### src/rtl/mem_axi_pkg.sv
// Shared types and constants for the single-beat write responder.
package mem_axi_pkg;

  typedef enum logic [1:0] {
    ST_IDLE  = 2'd0,
    ST_WRITE = 2'd1,
    ST_RESP  = 2'd2
  } state_e;

  localparam logic [1:0] RESP_OKAY   = 2'b00;
  localparam logic [1:0] RESP_SLVERR = 2'b10;

  localparam logic [3:0] SIZE_1B = 4'b0001;
  localparam logic [3:0] SIZE_2B = 4'b0010;
  localparam logic [3:0] SIZE_4B = 4'b0100;
  localparam logic [3:0] SIZE_8B = 4'b1000;

  // Byte mask for a size code; unknown codes behave as a full 8-byte store.
  function automatic logic [7:0] size_mask(input logic [3:0] code);
    logic [7:0] m;
    case (code)
      SIZE_1B: m = 8'h01;
      SIZE_2B: m = 8'h03;
      SIZE_4B: m = 8'h0F;
      default: m = 8'hFF;
    endcase
    return m;
  endfunction

endpackage

### src/rtl/wstrb_gen.sv
// Lane placement of a store: byte strobe, shifted data and alignment flag.
module wstrb_gen
  import mem_axi_pkg::*;
(
  input  logic [3:0]  size_code,
  input  logic [2:0]  addr_lo,
  input  logic [63:0] wdata,
  output logic [7:0]  wstrb,
  output logic [63:0] wdata_lane,
  output logic        misaligned
);

  // Shift mask and data into the addressed lanes and flag unnatural alignment.
  always_comb begin
    wstrb      = size_mask(size_code) << addr_lo;
    wdata_lane = wdata << {addr_lo, 3'b000};
    case (size_code)
      SIZE_1B: misaligned = 1'b0;
      SIZE_2B: misaligned = (addr_lo[0] != 1'b0);
      SIZE_4B: misaligned = (addr_lo[1:0] != 2'b00);
      default: misaligned = (addr_lo != 3'b000);
    endcase
  end

endmodule

### src/rtl/mem_write_resp.sv
// Single-beat write responder: collects AW and W in any order, validates the
// request, performs one backing-memory write and returns the B response.
module mem_write_resp
  import mem_axi_pkg::*;
#(
  parameter logic [31:0] BASE_ADDR = 32'h8000_0000,
  parameter logic [31:0] MEM_SIZE  = 32'h0800_0000
) (
  input  logic        ACLK,
  input  logic        ARESET,
  input  logic        AWVALID,
  output logic        AWREADY,
  input  logic [31:0] AWADDR,
  input  logic        WVALID,
  output logic        WREADY,
  input  logic [63:0] WDATA,
  input  logic        WLAST,
  input  logic [3:0]  WUSER,
  output logic        BVALID,
  input  logic        BREADY,
  output logic [1:0]  BRESP,
  output logic        mem_wen,
  output logic [31:0] mem_addr,
  output logic [63:0] mem_wdata,
  output logic [7:0]  mem_wstrb,
  input  logic        mem_ready
);

  state_e      state_q, state_d;
  logic        aw_held_q, aw_held_d, w_held_q, w_held_d;
  logic [31:0] awaddr_q, awaddr_d;
  logic [63:0] wdata_q, wdata_d;
  logic [3:0]  wuser_q, wuser_d;
  logic        wlast_q, wlast_d;
  logic        awready_q, awready_d, wready_q, wready_d;
  logic        bvalid_q, bvalid_d;
  logic [1:0]  bresp_q, bresp_d;
  logic        mem_wen_q, mem_wen_d;
  logic [31:0] mem_addr_q, mem_addr_d;
  logic [63:0] mem_wdata_q, mem_wdata_d;
  logic [7:0]  mem_wstrb_q, mem_wstrb_d;

  logic        aw_hs_s, w_hs_s;
  logic [31:0] cur_addr_s;
  logic [63:0] cur_data_s;
  logic [3:0]  cur_user_s;
  logic        cur_last_s;
  logic        in_range_s, misaligned_s, err_s;
  logic [7:0]  strb_s;
  logic [63:0] lane_data_s;

  // READY is only ever high in IDLE, so a handshake implies IDLE.
  assign aw_hs_s    = AWVALID & awready_q;
  assign w_hs_s     = WVALID & wready_q;
  assign cur_addr_s = aw_hs_s ? AWADDR : awaddr_q;
  assign cur_data_s = w_hs_s ? WDATA : wdata_q;
  assign cur_user_s = w_hs_s ? WUSER : wuser_q;
  assign cur_last_s = w_hs_s ? WLAST : wlast_q;

  // Window check without wrap: offset from base must fall below the size.
  assign in_range_s = (cur_addr_s >= BASE_ADDR) && ((cur_addr_s - BASE_ADDR) < MEM_SIZE);
  assign err_s      = !in_range_s || misaligned_s || !cur_last_s;

  wstrb_gen u_wstrb_gen (
    .size_code  (cur_user_s),
    .addr_lo    (cur_addr_s[2:0]),
    .wdata      (cur_data_s),
    .wstrb      (strb_s),
    .wdata_lane (lane_data_s),
    .misaligned (misaligned_s)
  );

  // Next-state and next-output decode for the IDLE/WRITE/RESP sequence.
  always_comb begin
    state_d     = state_q;
    aw_held_d   = aw_held_q;
    w_held_d    = w_held_q;
    awaddr_d    = awaddr_q;
    wdata_d     = wdata_q;
    wuser_d     = wuser_q;
    wlast_d     = wlast_q;
    awready_d   = awready_q;
    wready_d    = wready_q;
    bvalid_d    = bvalid_q;
    bresp_d     = bresp_q;
    mem_wen_d   = mem_wen_q;
    mem_addr_d  = mem_addr_q;
    mem_wdata_d = mem_wdata_q;
    mem_wstrb_d = mem_wstrb_q;
    case (state_q)
      ST_IDLE: begin
        aw_held_d = aw_held_q | aw_hs_s;
        w_held_d  = w_held_q | w_hs_s;
        awaddr_d  = cur_addr_s;
        wdata_d   = cur_data_s;
        wuser_d   = cur_user_s;
        wlast_d   = cur_last_s;
        if (aw_held_d && w_held_d) begin
          awready_d = 1'b0;
          wready_d  = 1'b0;
          if (err_s) begin
            state_d  = ST_RESP;
            bvalid_d = 1'b1;
            bresp_d  = RESP_SLVERR;
          end else begin
            state_d     = ST_WRITE;
            mem_wen_d   = 1'b1;
            mem_addr_d  = {cur_addr_s[31:3], 3'b000};
            mem_wdata_d = lane_data_s;
            mem_wstrb_d = strb_s;
          end
        end else begin
          awready_d = !aw_held_d;
          wready_d  = !w_held_d;
        end
      end
      ST_WRITE: begin
        if (mem_ready) begin
          state_d   = ST_RESP;
          mem_wen_d = 1'b0;
          bvalid_d  = 1'b1;
          bresp_d   = RESP_OKAY;
        end else begin
          mem_wen_d = 1'b1;
        end
      end
      ST_RESP: begin
        if (BREADY) begin
          state_d   = ST_IDLE;
          bvalid_d  = 1'b0;
          aw_held_d = 1'b0;
          w_held_d  = 1'b0;
          awready_d = 1'b1;
          wready_d  = 1'b1;
        end else begin
          bvalid_d = 1'b1;
        end
      end
      default: begin
        state_d   = ST_IDLE;
        aw_held_d = 1'b0;
        w_held_d  = 1'b0;
        awready_d = 1'b0;
        wready_d  = 1'b0;
        bvalid_d  = 1'b0;
        mem_wen_d = 1'b0;
      end
    endcase
  end

  // State, holding registers and registered outputs; reset abandons any transfer.
  always_ff @(posedge ACLK or posedge ARESET) begin
    if (ARESET) begin
      state_q     <= ST_IDLE;
      aw_held_q   <= 1'b0;
      w_held_q    <= 1'b0;
      awaddr_q    <= 32'h0;
      wdata_q     <= 64'h0;
      wuser_q     <= 4'h0;
      wlast_q     <= 1'b0;
      awready_q   <= 1'b0;
      wready_q    <= 1'b0;
      bvalid_q    <= 1'b0;
      bresp_q     <= RESP_OKAY;
      mem_wen_q   <= 1'b0;
      mem_addr_q  <= 32'h0;
      mem_wdata_q <= 64'h0;
      mem_wstrb_q <= 8'h0;
    end else begin
      state_q     <= state_d;
      aw_held_q   <= aw_held_d;
      w_held_q    <= w_held_d;
      awaddr_q    <= awaddr_d;
      wdata_q     <= wdata_d;
      wuser_q     <= wuser_d;
      wlast_q     <= wlast_d;
      awready_q   <= awready_d;
      wready_q    <= wready_d;
      bvalid_q    <= bvalid_d;
      bresp_q     <= bresp_d;
      mem_wen_q   <= mem_wen_d;
      mem_addr_q  <= mem_addr_d;
      mem_wdata_q <= mem_wdata_d;
      mem_wstrb_q <= mem_wstrb_d;
    end
  end

  assign AWREADY   = awready_q;
  assign WREADY    = wready_q;
  assign BVALID    = bvalid_q;
  assign BRESP     = bresp_q;
  assign mem_wen   = mem_wen_q;
  assign mem_addr  = mem_addr_q;
  assign mem_wdata = mem_wdata_q;
  assign mem_wstrb = mem_wstrb_q;

endmodule

### config.mk
export PLATFORM = sky130hd
export DESIGN_NAME = mem_write_resp
export DESIGN_NICKNAME = d
export VERILOG_FILES = /design/src/rtl/mem_axi_pkg.sv /design/src/rtl/wstrb_gen.sv /design/src/rtl/mem_write_resp.sv
export SDC_FILE = /design/constraint.sdc
export NUM_CORES = 1
export LEC_CHECK = 0
export ABC_AREA = 1
export CAP_MARGIN = 10
export CORE_UTILIZATION = 30
export CTS_BUF_LIST = sky130_fd_sc_hd__clkbuf_4
export DETAILED_ROUTE_END_ITERATION = 10
export SETUP_SLACK_MARGIN = 0.5
export SLEW_MARGIN = 20
export SYNTH_ARGS = -nofsm -noshare
export SYNTH_HDL_FRONTEND = slang
export SYNTH_HIERARCHICAL = 1
export SYNTH_SLANG_ARGS = --single-unit
### constraint.sdc
create_clock -name ACLK -period 8.8 [get_ports ACLK]
set_input_delay 2.2 -clock ACLK [delete_from_list [all_inputs] [get_ports ACLK]]
set_output_delay 2.2 -clock ACLK [all_outputs]
set_load 0.02 [all_outputs]
# Word-level counts from Yosys, hierarchy flattened
# Cells that the tools add are included.
[totals]
regBits = 212
input_bits = 107
out_inout_bits = 110
wordCells = 87
[classes]
addsub = 1
magnitude_cmp = 2
n_eq_ne = 10
n_shift = 2
n_mux = 32
n_bitwise = 7
n_reduce_logical = 18
[op_table]
columns = ["op", "n"]
rows = [
  ["64-bit 2-to-1 mux", 1],
  ["64-bit by 6-bit << shifter with 64-bit output", 1],
  ["32-bit >= comparator, second input constant", 1],
  ["32-bit by 28-bit less-than comparator with 1-bit output, second input constant", 1],
  ["32-bit 2-to-1 mux", 1],
  ["32-bit subtractor, second input constant", 1],
  ["8-bit case mux with 3 select lines", 1],
  ["1-bit case mux with 3 select lines", 7],
  ["2-bit 2-to-1 mux", 7],
  ["1-bit 2-to-1 mux", 12],
  ["3-bit AND reduction", 4],
  ["2-bit != test, second input constant", 5],
  ["8-bit by 3-bit << shifter with 8-bit output", 1],
  ["2-bit case mux with 3 select lines", 1],
  ["4-bit by 1-bit equality test with 1-bit output, second input constant", 1],
  ["4-bit by 2-bit equality test with 1-bit output, second input constant", 1],
  ["4-bit by 3-bit equality test with 1-bit output, second input constant", 1],
  ["1-bit logical NOT", 4],
  ["4-bit 2-to-1 mux", 1],
  ["2-bit case mux with 2 select lines", 1],
  ["4-bit AND reduction", 1],
  ["2-bit nonzero test", 2],
  ["1-bit NOT", 3],
  ["3-bit nonzero test", 1],
  ["other kinds (8)", 12],
]

# Depth between registers and ports, before layout
# Gate-level depths: netlist of run 1.
[depth]
depth_word = 11
mapped_depth = 19
depth_no_buf = 15

# Hierarchy
# Netlist of run 1, hierarchy kept.
[by_module_without_submodules]
columns = ["mod", "n_inst", "cells_each", "area_each_um2", "seq_area_each_um2"]
rows = [
  ["mem_write_resp", 1, 1174, 9556.7, 5280.1],
  ["wstrb_gen", 1, 420, 1936.9, 0.0],
]

# Worst setup path after synthesis of run 1
# No wires, ideal clock.
[synth_timing]
kind = "input -> register"
start = "input WVALID"
end = "register mem_wdata_q[0], in the netlist mem_wdata[0]"
setup_time_ns = 0.119
arrival_time_ns = 4.506
t_required_ns = 8.681
setup_slack_ns = 4.175
path_stages = 16
path_buffers = 4
path_cell_list = "nand2_1 > inv_2 > clkbuf_1 > clkbuf_1 > nand2_1 > o21ai_0 > nand3_1 > nand2_1 > o22ai_1 > nand3b_2 > nor2_4 > nand4_2 > buf_6 > clkbuf_1 > nand2_1 > nand2_1"
[synth_via]
elab_chain_cells = 8
elab_cells_between_ends = 16
classes_between = "eq/ne (3); shift (1); mux (4); bitwise (3); reduce/logical (5)"
[synth_lines]
columns = ["element", "line", "text"]
rows = [
  ["from (decl)", "mem_write_resp.sv:14", "input logic WVALID,"],
  ["1-bit bitwise AND *", "mem_write_resp.sv:54", "assign w_hs_s = WVALID & wready_q;"],
  ["4-bit 2-to-1 mux *", "mem_write_resp.sv:57", "assign cur_user_s = w_hs_s ? WUSER : wuser_q;"],
  ["named net cur_user_s[1]", "mem_write_resp.sv:46", "logic [3:0] cur_user_s;"],
  ["4-bit by 3-bit equality test with 1-bit output, or another cell as far along", "wstrb_gen.sv:17", "case (size_code)"],
  ["1-bit case mux with 3 select lines *", "wstrb_gen.sv:17", ""],
  ["named net misaligned_s", "mem_write_resp.sv:48", "logic in_range_s, misaligned_s, err_s;"],
  ["1-bit logical OR * (2 in series)", "mem_write_resp.sv:62", "assign err_s = !in_range_s || misaligned_s || !cur_last_s;"],
  ["1-bit NOT (no line) *", "-", ""],
  ["3-bit AND reduction (no line) *", "-", ""],
  ["to (signal assigned)", "mem_write_resp.sv:183", "mem_wdata_q <= mem_wdata_d;"],
  ["to (decl)", "mem_write_resp.sv:40", "logic [63:0] mem_wdata_q, mem_wdata_d;"],
]
# Mark *: on every way through the listed nets, which the timed path passes. The rest lies on a longest branch.
# A chain may end at the register's enable or synchronous reset.

# Worst setup path in the final report of run 1
[layout_timing]
start = "input AWVALID"
end = "register mem_wdata_q[29], in the netlist mem_wdata[29]"
[layout_via]
elab_cells_between_ends = 17
classes_between = "add/sub (1); order compare (2); shift (1); mux (2); bitwise (3); reduce/logical (8)"
[layout_lines]
columns = ["element", "line", "text"]
rows = [
  ["from (decl)", "mem_write_resp.sv:11", "input logic AWVALID,"],
  ["1-bit bitwise AND *", "mem_write_resp.sv:53", "assign aw_hs_s = AWVALID & awready_q;"],
  ["32-bit 2-to-1 mux *", "mem_write_resp.sv:55", "assign cur_addr_s = aw_hs_s ? AWADDR : awaddr_q;"],
  ["named net cur_addr_s[0]", "mem_write_resp.sv:44", "logic [31:0] cur_addr_s;"],
  ["3-bit nonzero test or 2-bit nonzero test (tied branches)", "wstrb_gen.sv:21, wstrb_gen.sv:20", ""],
  ["1-bit case mux with 3 select lines *", "wstrb_gen.sv:17", ""],
  ["named net misaligned_s", "mem_write_resp.sv:48", ""],
  ["1-bit logical OR * (2 in series)", "mem_write_resp.sv:62", ""],
  ["1-bit NOT (no line) *", "-", ""],
  ["3-bit AND reduction (no line) *", "-", ""],
]
# Marked as above.

==> flow_summary_export.csv, run 1 <==
group,metric,value,unit
hold_path,min_from,"mem_addr[28]$_DFFE_PP0P_",
critical_path,endpoint_kind,"register",
power,peakVddDrop,0.000243,V
yosys,ys_seq_area_share,45.9,%
route,ant_nets,0,
cts,h-tree-depth,2,
placement,place.gp.congestion,0.912,
run_status,status,"completed",
cts,cts_sinks,211,
timing,relSlewSlack,21.1,%
placement,dp_slack,2280,ps
final_layout,syn_to_final_growth,26.8,%
placement,place_inst,2212,
route,drt-total-wl,37.2,mm
timing,min_period_over_period,66.1,%
cts,path_clk_slew,60,ps
route,drc,0,
cts,cts_root_buffer,"clkbuf_4",
hold_path,hold_path_depth,2,
power,p_total,4.85,mW
cts,clk_path_buf_depth,3,
yosys,synth-simple-area-share,29.8,%
cts,cts_hold_buf,0,
critical_path,r2r-end,"mem_wdata[29]$_DFFE_PP0P_",
final_layout,fin_util,38.7,%
route,drtIter0Drc,1023,
yosys,syn_area,11500,µm²
timing,fin_tns_setup,0,ps
final_layout,final_cells,2313,
yosys,ys_ff_latch,211,
final_layout,nNetsFinal,1868,
critical_path,crit_arrival,6450,ps
floorplan,initial_core_util,30.5,%
yosys,synth_top_family_by_area,"simple AND/OR/NAND/NOR gates",
critical_path,path_depth,14,
critical_path,slowest_stage,"clkdlybuf4s50_1",
timing,fmaxAchievable,172,MHz
flow_run,cap_violations,0,
critical_path,rr_worst_depth,13,
critical_path,path_max_fanout,76,
hold_path,min_to,"mem_addr[28]$_DFFE_PP0P_",
cts,cts_tree,"built",
grt,grt_pass1_vias,10370,
yosys,synthMuxAreaShare,0,%
timing,finalSetupViolCount,0,
timing,rsz0062_at_grt,"no",
critical_path,cpPeakStageDelay,590,ps
yosys,syn_area_per_cell,7.21,µm²
route,dr.pass1.iters,5,
hold_path,hold_class,"reg2reg",
cts,numCtsBuffers,58,
timing,skew,30.0,ps
critical_path,crit_chain,"clkdlybuf4s50_1, nand2_4, inv_4, nand2_1, o21ai_4, buf_4, inv_2, o22ai_1, nand3b_2, nor2_4, nand4_4, buf_4, nand2_1, nand2_1",
critical_path,worstReg2RegStart,"AWREADY$_DFFE_PP0P_",
final_layout,drive_gt1_share,7.50,%
power,powerDensity,332,nW/µm²
timing,hold_violations,0,
critical_path,critPathBufInv,5,
floorplan,die_area,39100,µm²
yosys,yosys_warnings,6,
critical_path,cp_top_family,"buffers and inverters",
yosys,netlist_instances,1594,
cts,postCtsSetupBuffers,0,
cts,cts_resized,0,
critical_path,criticalPathCategory,"in2reg",
timing,maxSlewViolCount,0,
floorplan,coreArea,37700,µm²
grt,antenna_found_initial,1,
power,p_leak,7.05,nW
placement,dpl.hpwl,26.2,mm
critical_path,cp_common_cell,"nand2_1",
grt,grt_max_degree,272,
grt,grt_usage,18.9,%
grt,gr-total-overflow,0,
cts,clkLatencyLatePin,710,ps
yosys,synth_xor_xnor_area_share,0,%
floorplan,dieHeight,198,µm
floorplan,dieWidth,198,µm
grt,grt_pass1_wl,57.8,mm
placement,io_buffers,212,
critical_path,reg2reg_setup_slack,4570,ps
yosys,synth_fa_ha_area_share,0,%
timing,period_minus_slack,5820,ps
route,vias,11257,
timing,tightest_slew,1180,ps
timing,fin_ws,2980,ps
critical_path,worstPathRequired,9430,ps
route,wl_per_cell,16.1,µm
floorplan,placementRows,71,
route,routed_via_density,4.87,
critical_path,startpoint_type,"input pin",
yosys,synth_compound_area_share,13.5,%
floorplan,ios,217,
yosys,synth.distinct_cells,34,
## placed cells by master, fill, tap and decap left out, types with 46 or more instances in the layout
cell and instances:
clkdlybuf4s50_1 212, nand3_1 73, dfrtp_1 211, nor2_1 54, o21ai_1 46, inv_1 163, nand4_1 92, o21ai_0 189
nand2_1 546, clkbuf_4 84
## where the power goes
part           switching, mW  internal (mW)
registers              0.132           1.29
logic                   1.75          0.775
clock network          0.413          0.491
## worst max-delay path by stage
stage                                endpoint  slack (ps)  startpoint
floorplan                 AWREADY$_DFFE_PP0P_         830      ARESET
global placement    mem_wdata[55]$_DFFE_PP0P_        2440     AWVALID
detailed placement  mem_wdata[18]$_DFFE_PP0P_        2280     AWVALID
CTS                 mem_wdata[24]$_DFFE_PP0P_        3020     AWVALID
global route        mem_wdata[44]$_DFFE_PP0P_        2580     AWVALID
finish              mem_wdata[29]$_DFFE_PP0P_        2980     AWVALID
## synth_stat cells (all sizes together)
cell	count	area share [%]
nand2	548	18
or2	14	0.76
nand3b	2	0.16
inv	172	5.6
o211ai	1	0.065
a211oi	10	0.65
clkbuf	66	2.2
a31oi	4	0.22
a21boi	1	0.065
dfrtp	211	46
nor2	60	2.1
o21ai	247	11
conb	1	0.033
nand3	73	3.2
o22ai	9	0.49
a21oi	22	0.99
buf	52	2.9
and2	8	0.44
nand4	93	5.1
## area by class of cell
class,count,area [µm²]
Clock inverter,16,114
Clock buffer,84,631
Timing Repair Buffer,222,2230
Antenna cell,1,2.50
Multi-Input combinational cell,1096,5030
Sequential cell,211,5280
Fill cell,3998,23100
Tap cell,511,639
Inverter,172,657
## state kept, by name, summed over array words and instances (netlist names)
name and flops:
mem_wen 1, AWREADY 1, wlast_q 1, state_q 2
mem_wdata 64, mem_wstrb 8, wdata_q 64, w_held_q 1
WREADY 1, awaddr_q 32, BRESP 1, aw_held_q 1
wuser_q 4, BVALID 1, mem_addr 29
## metal layers
layer,routed length [µm],GRT usage [%],part of all wire [%],vias to the layer above
met2,16000,27.7,43,428
met1,17300,27.7,47,5270
met5,0,0,0,-
met3,2910,3.70,7.8,53
li1,-,-,-,5506
met4,929,6.12,2.5,0
## stage by stage
step	hold slack (ps)	instance area [µm²]
2_1_floorplan	453	11500
3_3_place_gp	453	13800
3_5_place_dp	456	13800
4_1_cts	473	14600
5_1_grt	489	14600
6_report	470	14600
## worst reg2reg max path: stages (launching register included)
cell and delay [ps]:
dfrtp_1 490, nand2_4 130, inv_4 400, nand2_1 190, o21ai_4 90, buf_4 540, inv_2 520, o22ai_1 390
nand3b_2 200, nor2_4 60, nand4_4 390, buf_4 530, nand2_1 140, nand2_1 90
## logic make-up after synthesis
kind of cell | after synthesis
compound gates | 294
flops | 211
simple gates | 798
other cells | 1
buf+inv | 290
Power figures use the tool's default switching activity.
==> run 2, diff against run 1 <==
==> constraint.sdc (replaced) <==
create_clock -name ACLK -period 5.45 [get_ports ACLK]
set_input_delay 1.3625 -clock ACLK [delete_from_list [all_inputs] [get_ports ACLK]]
set_output_delay 1.3625 -clock ACLK [all_outputs]
set_load 0.02 [all_outputs]
==> run 2 against run 1 <==
Power rose by 63%. Hold slack barely moved. Clock-buffer cell count rose by 7. Routed wire length rose by 2.4%. Design area rose by 0.72%. First-iteration DRC count rose by 7.1%. Highest routed layer is now met5. Die area did not move.
==> flow_summary_export.csv, run 2 (synthesized netlist as in run 1, its figures left out) <==
group,metric,value,unit
critical_path,endpoint_kind,"register",
cts,clkLatencyLatePin,750,ps
cts,cts_resized,0,
final_layout,postLayoutCellArea,14700,µm²
floorplan,placementRows,71,
cts,cts_hold_buf,0,
timing,tightest_slew,1020,ps
timing,rsz0062_at_grt,"no",
final_layout,nNetsFinal,1877,
grt,grt_pass1_vias,10623,
route,drc,0,
route,dr.pass1.iters,6,
timing,period_minus_slack,4010,ps
route,vias,11341,
power,p_total,7.91,mW
floorplan,ios,217,
timing,skew,62.8,ps
critical_path,worstPathRequired,6120,ps
route,routed_via_density,4.87,
placement,dpl_cell_area,13900,µm²
placement,place.gp.congestion,0.898,
cts,cts_sinks,211,
cts,path_clk_slew,60,ps
floorplan,initial_core_util,30.5,%
power,powerDensity,539,nW/µm²
final_layout,final_common_cell,"nand2_1",
final_layout,syn_to_final_growth,27.7,%
floorplan,die_area,39100,µm²
timing,fin_tns_setup,0,ps
floorplan,dieHeight,198,µm
timing,hold_violations,0,
critical_path,rr_worst_depth,14,
placement,io_buffers,212,
critical_path,path_max_fanout,65,
timing,relSlewSlack,31.9,%
final_layout,final_cell_mix,"nand2_1, clkdlybuf4s50_1, dfrtp_1",
cts,cts_root_buffer,"clkbuf_4",
route,ant_nets,0,
floorplan,dieWidth,198,µm
flow_run,cap_violations,0,
critical_path,crit_arrival,4680,ps
final_layout,final_cells,2330,
timing,maxSlewViolCount,0,
cts,cts_tree,"built",
timing,fmaxAchievable,249,MHz
route,drtIter0Drc,1096,
timing,finalSetupViolCount,0,
grt,grt_usage,19.6,%
placement,place_inst,2219,
critical_path,criticalPathCategory,"in2reg",
placement,dpl.hpwl,26.8,mm
route,drt-total-wl,38.1,mm
grt,gr-total-overflow,0,
floorplan,coreArea,37700,µm²
hold_path,hold_class,"reg2reg",
grt,grt_pass1_wl,59.7,mm
final_layout,drive_gt1_share,8.14,%
cts,numCtsBuffers,60,
route,wl_per_cell,16.3,µm
grt,antenna_found_initial,2,
cts,postCtsSetupBuffers,0,
cts,clk_path_buf_depth,3,
power,p_leak,7.11,nW
power,peakVddDrop,0.000262,V
timing,min_period_over_period,73.6,%
grt,grt_max_degree,116,
cts,h-tree-depth,2,
hold_path,hold_path_depth,2,
timing,whs,471,ps
critical_path,startpoint_type,"input pin",
run_status,status,"completed",
==> run 2: cell types whose count changed in the layout (fill, tap and decap cells not counted) <==
cell / before / now
buf_4: 7 / 11
clkinv_2: 2 / 1
clkinv_1: 13 / 17
inv_8: 1 / 0
buf_6: 1 / 0
bufinv_16: 2 / 0
inv_2: 6 / 8
clkinvlp_4: 0 / 1
clkbuf_4: 84 / 91
buf_12: 2 / 6
==> run 2: path summary, 6_finish.rpt <==
path                                           from                         to  slack, ps
setup / recovery                             WVALID  mem_wdata[51]$_DFFE_PP0P_       1440
hold / removal             mem_addr[30]$_DFFE_PP0P_   mem_addr[30]$_DFFE_PP0P_        470
setup reg to reg                 WREADY$_DFFE_PP0P_  mem_wdata[51]$_DFFE_PP0P_       2120
hold reg to reg            mem_addr[30]$_DFFE_PP0P_   mem_addr[30]$_DFFE_PP0P_        470
max in group asynchronous                    ARESET    wdata_q[33]$_DFFE_PP0P_       3680
min in group asynchronous                    ARESET   mem_addr[29]$_DFFE_PP0P_        890
==> run 2: metal layers <==
layer,vias up,wire length (µm),GRT usage (%)
li1,5526,-,-
met1,5324,18000,28.7
met2,425,16000,28.2
met3,64,2880,4.04
met4,2,1150,7.18
met5,-,12,0
==> run 2: final cells by class <==
cell class,count,area (µm²)
Antenna cell,1,2.50
Clock buffer,91,683
Clock inverter,19,71.3
Fill cell,4006,23000
Inverter,172,653
Multi-Input combinational cell,1096,5030
Sequential cell,211,5280
Tap cell,511,639
Timing Repair Buffer,229,2320
==> run 2: worst max-delay path, cell delays in order <==
cell and delay (ps):
clkdlybuf4s50_1 440, nand2_1 210, clkinv_2 350, o21ai_0 400
inv_1 120, nor2_1 190, nand2_1 100, a21oi_1 150
o22ai_1 120, nand3b_2 280, nor2_4 160, and2_2 220
buf_12 280, nand4_1 140, nand2_1 110
==> run 2: stage by stage <==
step           utilization [%]  worst slack [ps]
2_1_floorplan                -              1350
3_3_place_gp              37.0               798
6_report                  39.0              1440
5_1_grt                   39.0              1100
3_5_place_dp              37.0               671
4_1_cts                   39.0              1480
==> run 2: where the power goes <==
| group | switching, mW | internal [mW] |
|---|---|---|
| Combinational | 2.89 | 1.27 |
| Clock | 0.711 | 0.756 |
| Sequential | 0.209 | 2.08 |
==> run 3, diff against run 2 <==
==> constraint.sdc (replaced) <==
create_clock -name ACLK -period 3.95 [get_ports ACLK]
set_input_delay 0.9875 -clock ACLK [delete_from_list [all_inputs] [get_ports ACLK]]
set_output_delay 0.9875 -clock ACLK [all_outputs]
set_load 0.02 [all_outputs]
==> run 3 against run 2 <==
Largest power group unchanged. Core utilization up 1.1 points. Die area unchanged. Global-route usage about the same. Sequential share of layout area down 1.0 points. Clock skew shrank 28 ps. Routed wire length grew 0.71%. First-iteration DRC count decreased by 9.4%. Non-clock buffer count is 57 higher. Via count increased by 0.44%. Critical path depth increased by 1. Power is 42% higher. Worst setup slack got worse by 770 ps. Critical path type unchanged.
==> flow_summary_export.csv, run 3 (synthesized netlist as in run 1, its figures left out) <==
group,metric,value,unit
timing,tightest_slew,897,ps
final_layout,fin_util,40.1,%
cts,cts_tree,"built",
critical_path,slowest_stage,"clkdlybuf4s50_1",
grt,antenna_found_initial,1,
floorplan,ios,217,
critical_path,worstPathRequired,4580,ps
final_layout,final_common_cell,"nand2_1",
floorplan,dieHeight,198,µm
critical_path,r2r-end,"mem_wstrb[0]$_DFFE_PP0P_",
critical_path,reg2reg_setup_slack,970,ps
critical_path,criticalPathCategory,"in2reg",
timing,min_period_over_period,83.1,%
floorplan,initial_core_util,30.5,%
critical_path,crit_start,"WVALID",
cts,cts_sinks,211,
final_layout,drive_gt1_share,10.6,%
final_layout,final_cell_mix,"nand2_1, clkdlybuf4s50_1, dfrtp_1",
power,peakVddDrop,0.000348,V
critical_path,worstReg2RegStart,"WREADY$_DFFE_PP0P_",
grt,gr-total-overflow,0,
hold_path,min_from,"mem_addr[30]$_DFFE_PP0P_",
route,ant_nets,0,
critical_path,cp_top_family,"simple AND/OR/NAND/NOR gates",
critical_path,critPathBufInv,4,
timing,period_minus_slack,3280,ps
cts,h-tree-depth,2,
critical_path,crit_chain,"clkdlybuf4s50_1, nand2_1, clkinv_2, nand2_1, o21ai_0, buf_4, nor2_2, nand3_1, nand2_1, o22ai_1, nand3b_2, nor2_4, and2_2, buf_12, nand4_1, nand2_1",
critical_path,endpoint_kind,"register",
final_layout,nNetsFinal,1934,
placement,place.gp.congestion,0.915,
placement,place_inst,2276,
power,p_leak,7.36,nW
cts,numCtsBuffers,60,
cts,path_clk_slew,60,ps
final_layout,final_cells,2370,
critical_path,rr_worst_depth,15,
route,vias,11391,
critical_path,startpoint_type,"input pin",
power,powerDensity,742,nW/µm²
route,drtIter0Drc,993,
floorplan,placementRows,71,
timing,finalSetupViolCount,0,
timing,hold_violations,0,
timing,fmaxAchievable,305,MHz
route,routed_via_density,4.81,
critical_path,cpPeakStageDelay,420,ps
grt,grt_pass1_wl,59.4,mm
grt,grt_max_degree,129,
flow_run,cap_violations,0,
route,dr.pass1.iters,6,
placement,dpl.hpwl,27.4,mm
timing,rsz0062_at_grt,"no",
cts,clkLatencyLatePin,730,ps
floorplan,coreArea,37700,µm²
timing,whs,464,ps
cts,postCtsSetupBuffers,0,
route,drt-total-wl,38.3,mm
final_layout,syn_to_final_growth,31.4,%
floorplan,dieWidth,198,µm
cts,cts_root_buffer,"clkbuf_4",
route,wl_per_cell,16.2,µm
cts,clk_path_buf_depth,3,
grt,grt_usage,19.6,%
cts,cts_resized,0,
timing,skew,34.8,ps
run_status,status,"completed",
floorplan,die_area,39100,µm²
grt,grt_pass1_vias,10740,
hold_path,hold_class,"reg2reg",
timing,relSlewSlack,40.1,%
critical_path,path_depth,16,
placement,io_buffers,212,
critical_path,crit_end,"mem_wstrb[0]$_DFFE_PP0P_",
route,drc,0,
critical_path,path_max_fanout,45,
critical_path,cp_common_cell,"nand2_1",
critical_path,crit_arrival,3910,ps
cts,cts_hold_buf,0,
timing,maxSlewViolCount,0,
==> run 3: worst min-delay path by stage <==
stage	cells past startpoint	endpoint
after floorplan	2	awaddr_q[28]$_DFFE_PP0P_
after global placement	2	mem_addr[30]$_DFFE_PP0P_
after detailed placement	2	mem_addr[30]$_DFFE_PP0P_
after CTS	2	mem_addr[30]$_DFFE_PP0P_
after global routing	2	mem_wdata[33]$_DFFE_PP0P_
final	2	mem_addr[30]$_DFFE_PP0P_
==> run 3: tightest hold or removal path: cells and delay by family (launching register included) <==
| kind | cells | cell delay, ps |
|---|---|---|
| flip-flops | 1 | 340 |
| AND/OR/NAND/NOR | 1 | 50 |
| buffers and inverters | 1 | 40 |
==> run 3: area by class of cell <==
class,instances,area (µm²)
clock buffers,81,608
inverters,172,653
well taps,511,639
diodes,2,5.00
clock inverters,11,71.3
multi-input cells,1096,5030
fillers,3952,22600
flip-flops and latches,211,5280
repair buffers,286,2820
==> run 3: per-layer routing <==
metal	routed length (µm)	global-route usage (%)	vias up
li1	-	-	5621
met1	18100	28.6	5306
met2	16400	28.5	402
met3	2780	3.92	62
met4	1060	6.86	0
met5	0	0	-
==> run 3: report_power, final <==
group | internal [mW] | switching [mW]
logic | 2.09 | 4.04
registers | 2.87 | 0.292
clock network | 0.990 | 0.919
==> run 3: through the flow <==
stage,worst slack (ps),cell area (µm²),power [mW],TNS [ps]
final,669,15100,11.2,0
after global routing,532,15100,12.1,0
after CTS,757,15100,11.2,0
after detailed placement,-33.2,14400,9.25,-146
after global placement,86.2,14400,9.18,0
after floorplan,220,11500,6.99,0
